==> config.mk <==
export PLATFORM = sky130hd
export DESIGN_NAME = pong_sound_ctrl
export DESIGN_NICKNAME = d
export VERILOG_FILES = /design/src/rtl/pong_sound_ctrl.sv
export SDC_FILE = /design/constraint.sdc
export NUM_CORES = 1
export LEC_CHECK = 0
export ABC_AREA = 1
export BUFFER_PORTS_ARGS = -buffer_cell sky130_fd_sc_hd__buf_2
export CAP_MARGIN = 20
export CORE_MARGIN = 5
export CORE_UTILIZATION = 50
export CTS_CLUSTER_DIAMETER = 100
export DETAILED_ROUTE_END_ITERATION = 7
export GPL_TIMING_DRIVEN = 0
export PLACE_DENSITY = 0.66
export SLEW_MARGIN = 15
export SYNTH_ARGS = -nofsm -noshare
export SYNTH_HDL_FRONTEND = slang
export SYNTH_SLANG_ARGS = --single-unit
export TNS_END_PERCENT = 30
==> constraint.sdc <==
create_clock -name clk_100MHz -period 4.74 [get_ports clk_100MHz]
set_input_delay 0 -clock clk_100MHz [delete_from_list [all_inputs] [get_ports clk_100MHz]]
set_output_delay 0 -clock clk_100MHz [all_outputs]
set_load 0.02 [all_outputs]
==> src/rtl/pong_sound_ctrl.sv <==
// Pong sound scheduler: arbitrates wall/paddle/score requests onto one square-wave tone generator.
// Optional build macro SOUND_PREEMPT_EN lets a higher-priority request cut the current sound short.
module pong_sound_ctrl #(
   parameter int unsigned TICK_DIV    = 100_000,
   parameter int unsigned WALL_HALF   = 200_000,
   parameter int unsigned PADDLE_HALF = 100_000,
   parameter int unsigned SCORE_HALF  = 50_000,
   parameter int unsigned WALL_MS     = 30,
   parameter int unsigned PADDLE_MS   = 50,
   parameter int unsigned SCORE_MS    = 300,
   parameter int unsigned GAP_MS      = 10
) (
   input  logic       clk_100MHz,
   input  logic       reset,
   input  logic       i_enable,
   input  logic       i_wall_hit,
   input  logic       i_paddle_hit,
   input  logic       i_score,
   output logic       o_tone,
   output logic       o_busy,
   output logic [1:0] o_sound_id
);

   function automatic int unsigned max2(input int unsigned a, input int unsigned b);
      return (a > b) ? a : b;
   endfunction

   localparam int unsigned MAX_HALF = max2(WALL_HALF, max2(PADDLE_HALF, SCORE_HALF));
   localparam int unsigned MAX_MS   = max2(max2(WALL_MS, GAP_MS), max2(PADDLE_MS, SCORE_MS));
   localparam int HALF_W = $clog2(MAX_HALF + 1);
   localparam int TICK_W = $clog2(MAX_MS + 1);
   localparam int PRE_W  = $clog2(TICK_DIV + 1);

   localparam logic [HALF_W-1:0] WALL_HALF_M1   = HALF_W'(WALL_HALF - 1);
   localparam logic [HALF_W-1:0] PADDLE_HALF_M1 = HALF_W'(PADDLE_HALF - 1);
   localparam logic [HALF_W-1:0] SCORE_HALF_M1  = HALF_W'(SCORE_HALF - 1);
   localparam logic [HALF_W-1:0] HALF_ONE       = HALF_W'(1);
   localparam logic [TICK_W-1:0] WALL_MS_M1     = TICK_W'(WALL_MS - 1);
   localparam logic [TICK_W-1:0] PADDLE_MS_M1   = TICK_W'(PADDLE_MS - 1);
   localparam logic [TICK_W-1:0] SCORE_MS_M1    = TICK_W'(SCORE_MS - 1);
   localparam logic [TICK_W-1:0] GAP_MS_M1      = TICK_W'(GAP_MS - 1);
   localparam logic [TICK_W-1:0] TICK_ONE       = TICK_W'(1);
   localparam logic [PRE_W-1:0]  TICK_DIV_M1    = PRE_W'(TICK_DIV - 1);
   localparam logic [PRE_W-1:0]  PRE_ONE        = PRE_W'(1);

   localparam logic [1:0] ST_IDLE = 2'd0;
   localparam logic [1:0] ST_PLAY = 2'd1;
   localparam logic [1:0] ST_GAP  = 2'd2;

   logic [1:0]        state_q, state_d;
   logic [2:0]        pend_q, pend_d;
   logic [HALF_W-1:0] half_q, half_d;
   logic [HALF_W-1:0] tone_cnt_q, tone_cnt_d;
   logic [PRE_W-1:0]  pre_q, pre_d;
   logic [TICK_W-1:0] tick_q, tick_d;
   logic [TICK_W-1:0] dur_q, dur_d;
   logic              tone_q, tone_d;
   logic              busy_q, busy_d;
   logic [1:0]        id_q, id_d;

   logic [2:0] req;
   logic [2:0] pend_clr;
   logic [1:0] top_id;
   logic       preempt;
   logic       do_grant;
   logic       pre_wrap;
   logic       phase_end;

   // Pending bit index + 1 equals the sound id, so the highest set bit is also the priority winner.
   assign req    = {i_score, i_paddle_hit, i_wall_hit};
   assign top_id = pend_q[2] ? 2'd3 : (pend_q[1] ? 2'd2 : (pend_q[0] ? 2'd1 : 2'd0));

`ifdef SOUND_PREEMPT_EN
   assign preempt = (top_id > id_q);
`else
   assign preempt = 1'b0;
`endif

   always_comb begin
      state_d    = state_q;
      half_d     = half_q;
      dur_d      = dur_q;
      tone_cnt_d = tone_cnt_q;
      pre_d      = pre_q;
      tick_d     = tick_q;
      tone_d     = tone_q;
      id_d       = id_q;
      pend_clr   = 3'b000;
      do_grant   = 1'b0;
      pre_wrap   = (pre_q == TICK_DIV_M1);
      phase_end  = pre_wrap && (tick_q == dur_q);

      case (state_q)
         ST_IDLE: do_grant = (top_id != 2'd0);
         ST_PLAY: begin
            if (preempt) begin
               do_grant = 1'b1;
            end else begin
               if (tone_cnt_q == half_q) begin
                  tone_cnt_d = '0;
                  tone_d     = ~tone_q;
               end else begin
                  tone_cnt_d = tone_cnt_q + HALF_ONE;
               end
               pre_d  = pre_wrap ? '0 : pre_q + PRE_ONE;
               tick_d = pre_wrap ? tick_q + TICK_ONE : tick_q;
               // The gap reuses the prescaler and tick counter with its own duration.
               if (phase_end) begin
                  state_d    = ST_GAP;
                  tone_d     = 1'b0;
                  tone_cnt_d = '0;
                  id_d       = 2'd0;
                  tick_d     = '0;
                  dur_d      = GAP_MS_M1;
               end
            end
         end
         ST_GAP: begin
            pre_d  = pre_wrap ? '0 : pre_q + PRE_ONE;
            tick_d = pre_wrap ? tick_q + TICK_ONE : tick_q;
            if (phase_end) begin
               state_d = ST_IDLE;
               tick_d  = '0;
            end
         end
         default: state_d = ST_IDLE;
      endcase

      if (do_grant) begin
         state_d    = ST_PLAY;
         id_d       = top_id;
         tone_d     = 1'b0;
         tone_cnt_d = '0;
         pre_d      = '0;
         tick_d     = '0;
         case (top_id)
            2'd3: begin half_d = SCORE_HALF_M1;  dur_d = SCORE_MS_M1;  pend_clr = 3'b100; end
            2'd2: begin half_d = PADDLE_HALF_M1; dur_d = PADDLE_MS_M1; pend_clr = 3'b010; end
            default: begin half_d = WALL_HALF_M1; dur_d = WALL_MS_M1; pend_clr = 3'b001; end
         endcase
      end

      // Disabling mutes and flushes everything regardless of state.
      if (!i_enable) begin
         state_d    = ST_IDLE;
         tone_d     = 1'b0;
         id_d       = 2'd0;
         tone_cnt_d = '0;
         pre_d      = '0;
         tick_d     = '0;
      end

      pend_d = i_enable ? ((pend_q & ~pend_clr) | req) : 3'b000;
      busy_d = (state_d != ST_IDLE);
   end

   always_ff @(posedge clk_100MHz or posedge reset) begin
      if (reset) begin
         state_q    <= ST_IDLE;
         pend_q     <= '0;
         half_q     <= '0;
         dur_q      <= '0;
         tone_cnt_q <= '0;
         pre_q      <= '0;
         tick_q     <= '0;
         tone_q     <= 1'b0;
         busy_q     <= 1'b0;
         id_q       <= 2'd0;
      end else begin
         state_q    <= state_d;
         pend_q     <= pend_d;
         half_q     <= half_d;
         dur_q      <= dur_d;
         tone_cnt_q <= tone_cnt_d;
         pre_q      <= pre_d;
         tick_q     <= tick_d;
         tone_q     <= tone_d;
         busy_q     <= busy_d;
         id_q       <= id_d;
      end
   end

   assign o_tone     = tone_q;
   assign o_busy     = busy_q;
   assign o_sound_id = id_q;

endmodule

==> metrics.csv <==
metric;value;unit
status;completed;
postSynth.asyncResetShare;1.000;
comb_power_share;0.201;
chipWidth;96.28;um
syn_nets;502;
ant_nets;0;
portBuffers;9;
antenna_cells;0;
grt_pass1_wl;14.12;mm
place.detailed.hpwl;6.120;mm
cts.clk_slew.worst_paths;0.07;ns
p_switching;0.4121;mW
irDropWorstVdd;0.2674;mV
die-area;9270;sq um
critPathLaunchType;flop;
worstReg2RegStart;state_q[0];
ctsResizeCount;0;
clkLatencyLatePin;0.35;ns
critical_path_class;reg2reg;
total_power;1.280;mW
worst_pin_slew;0.4434;ns
synthCells;489;
start_util;0.5132;
powerDensity;311.0;nW/um^2
cp-startpoint;state_q[0];
crit_slowest_cell;dfrtp_1;
root_buffer;clkbuf_8;
ys.flop_type;dfrtp_1;
worst-path-max-fanout;7;
track_usage;0.2000;
grt_pass1_vias;2953;
cp_common_cell;nand2_1;
syn_area;3722;sq um
dp_cells;598;
maxSlewViolCount;0;
reg2reg_depth;10;
r2r_slack;2.65;ns
drc_errors;0;
fmax;478.5;MHz
yosysSeqAreaShare;0.4437;
rsz0062_at_grt;false;
swShare;0.3220;
cp_num_buf_inv;1;
cp.required;5.01;ns
post-cts-setup-buffers;0;
overflow;0;
instances_no_fill;618;
period_share;0.4409;
yosys_warnings;0;
fp-row-count;31;
slowest_delay;0.40;ns
p_seq_frac;0.494;
num_vias;3142;
drive_above_1_share;0.1098;
p_leak;1.947;nW
r2r-end;tick_q[5];
wl_per_cell;13.32;um
finalHoldViolCount;0;
drt-vias-per-instance;5.084;
path_delay_family;simple AND/OR/NAND/NOR gates;
cts_tree;yes;
arrival;2.36;ns
internal-power;0.8678;mW
hp-class;in2async;
synth_area_per_cell;7.612;sq um
period_minus_slack;2.090;ns
cts_buffer_depth;2;
htree_num_levels;3;
slew_headroom;0.7017;
clockPowerShare;0.305;
fin_nets;528;
yosys.cell_types.count;32;
die_h;96.28;um
finalClockSkew;0.01083;ns
postRouteWirelength;8.234;mm
synth_seq_cells;66;
max_cap_viol_count;0;
gp_congestion;0.8620;
setup_viol;0;
cts_buffers;9;
cts-hold-fix-buffers;5;
grt_max_degree;37;
path_cells;inv_1 -> ha_1 -> nand2_1 -> nand2_4 -> nor2_8 -> o21ai_1 -> nand2_1 -> nor2_1 -> nand3_1 -> a21oi_1;
coreArea;7253;sq um
drtPass1Iterations;4;
tns;0;ns
end_kind;flop;
antenna_found_initial;0;
cts_sinks;66;
synth_edf_count;0;
drtIter0Drc;197;
area_delta_synth_final;10.55;%
io_pins;10;
[power groups by stage]
stage / sequential [mW] / combinational [mW] / clock, mW
after global placement: 0.642 / 0.247 / 0
after detailed placement: 0.642 / 0.253 / 0
after floorplan: 0.642 / 0.182 / 0
final: 0.632 / 0.257 / 0.391
after global routing: 0.637 / 0.291 / 0.424
after CTS: 0.632 / 0.257 / 0.402
[placed cells by master (no fill, tap or decap)]
master	n
nor2_4	2
o21a_1	1
clkinv_1	1
nor4_1	2
inv_4	3
clkbuf_1	2
buf_6	2
o31ai_1	2
nor2_8	1
buf_12	1
nor2_2	2
nand2_2	4
o21ai_1	4
o22ai_1	4
xor2_1	18
dfrtp_1	66
nor3_2	6
or2_2	2
nand3_1	35
o21ai_4	1
inv_1	66
o21ai_0	25
nor3_1	9
nand4_1	6
nand2_1	115
clkbuf_8	9
buf_4	1
clkinv_2	4
nand2_4	4
ha_1	7
dlygate4sd3_1	5
nor2_1	71
buf_2	11
inv_2	4
xnor2_1	2
a32o_1	1
a21oi_1	20
[final cells by class]
cell class | instances | area [sq um]
tap | 99 | 123.9
sequential | 66 | 1652
fill | 715 | 3138
clock inverter | 4 | 20.02
buffer | 5 | 40.04
multi-input combinational | 344 | 1748
inverter | 74 | 285.3
timing repair buffer | 15 | 115.1
clock buffer | 11 | 131.4
[synth_stat cells, types with 2 or more instances]
cell / number / area (sq um)
a21oi_1: 20 / 100.1
buf_6: 2 / 22.52
o21ai_0: 25 / 125.1
nor3_1: 9 / 45.04
o22ai_1: 4 / 25.02
o31ai_1: 2 / 15.01
nor4_1: 2 / 12.51
xnor2_1: 2 / 17.52
nor2_1: 71 / 266.5
nor2_4: 2 / 22.52
nor2_2: 2 / 12.51
nand3_1: 35 / 175.2
buf_2: 2 / 10.01
or2_2: 2 / 12.51
dfrtp_1: 66 / 1652
nand2_2: 4 / 25.02
nand4_1: 6 / 37.54
xor2_1: 18 / 157.7
nand2_4: 4 / 45.04
nand2_1: 115 / 431.7
ha_1: 7 / 87.58
o21ai_1: 4 / 20.02
inv_2: 4 / 15.01
inv_4: 2 / 12.51
nor3_2: 6 / 60.06
inv_1: 67 / 251.5
[tightest hold or removal path: stages]
cell and delay (ns):
dlygate4sd3_1 0.53, buf_2 0.13, inv_4 0.30
[flip-flops by register name, indices dropped and copies added, names as in the netlist]
register	count
tone_cnt_q	18
pre_q	17
tick_q	9
half_q	7
dur_q	6
pend_q	3
o_sound_id	2
state_q	2
o_busy	1
o_tone	1
[worst max-delay path by stage]
stage	to	cells after the start
global placement	pre_q[3]	2
global route	tick_q[5]	10
CTS	tick_q[5]	10
detailed placement	tick_q[5]	10
floorplan	pre_q[6]	11
finish	tick_q[5]	10
[per-layer routing]
metal  vias up  track usage  part of all wire
met5         -            0                 0
met4         0      0.07938             0.015
met3        12      0.03049             0.050
met2        77       0.2812              0.42
met1      1455       0.3052              0.52
li1       1598            -                 -
[cells by family after synthesis]
logic type,share of synthesized area
flip-flops,0.4437
XOR/XNOR,0.04706
adder cells (fa/ha/maj),0.02353
buffers and inverters,0.08672
AO/OA/AOI/OAI,0.08572
AND/OR/NAND/NOR,0.3133
[through the flow]
step | utilization | worst slack (ns) | instance area [sq um] | hold WS, ns
after floorplan | - | 3.032 | 3722 | 0.1266
after global placement | 0.5365 | 2.226 | 3891 | 0.2387
after detailed placement | 0.5396 | 2.674 | 3914 | 0.03211
after CTS | 0.5674 | 2.663 | 4115 | 0.2038
after global routing | 0.5674 | 2.481 | 4115 | 0.2672
final | 0.5674 | 2.650 | 4115 | 0.2088
(Power assumes the default switching activity.)
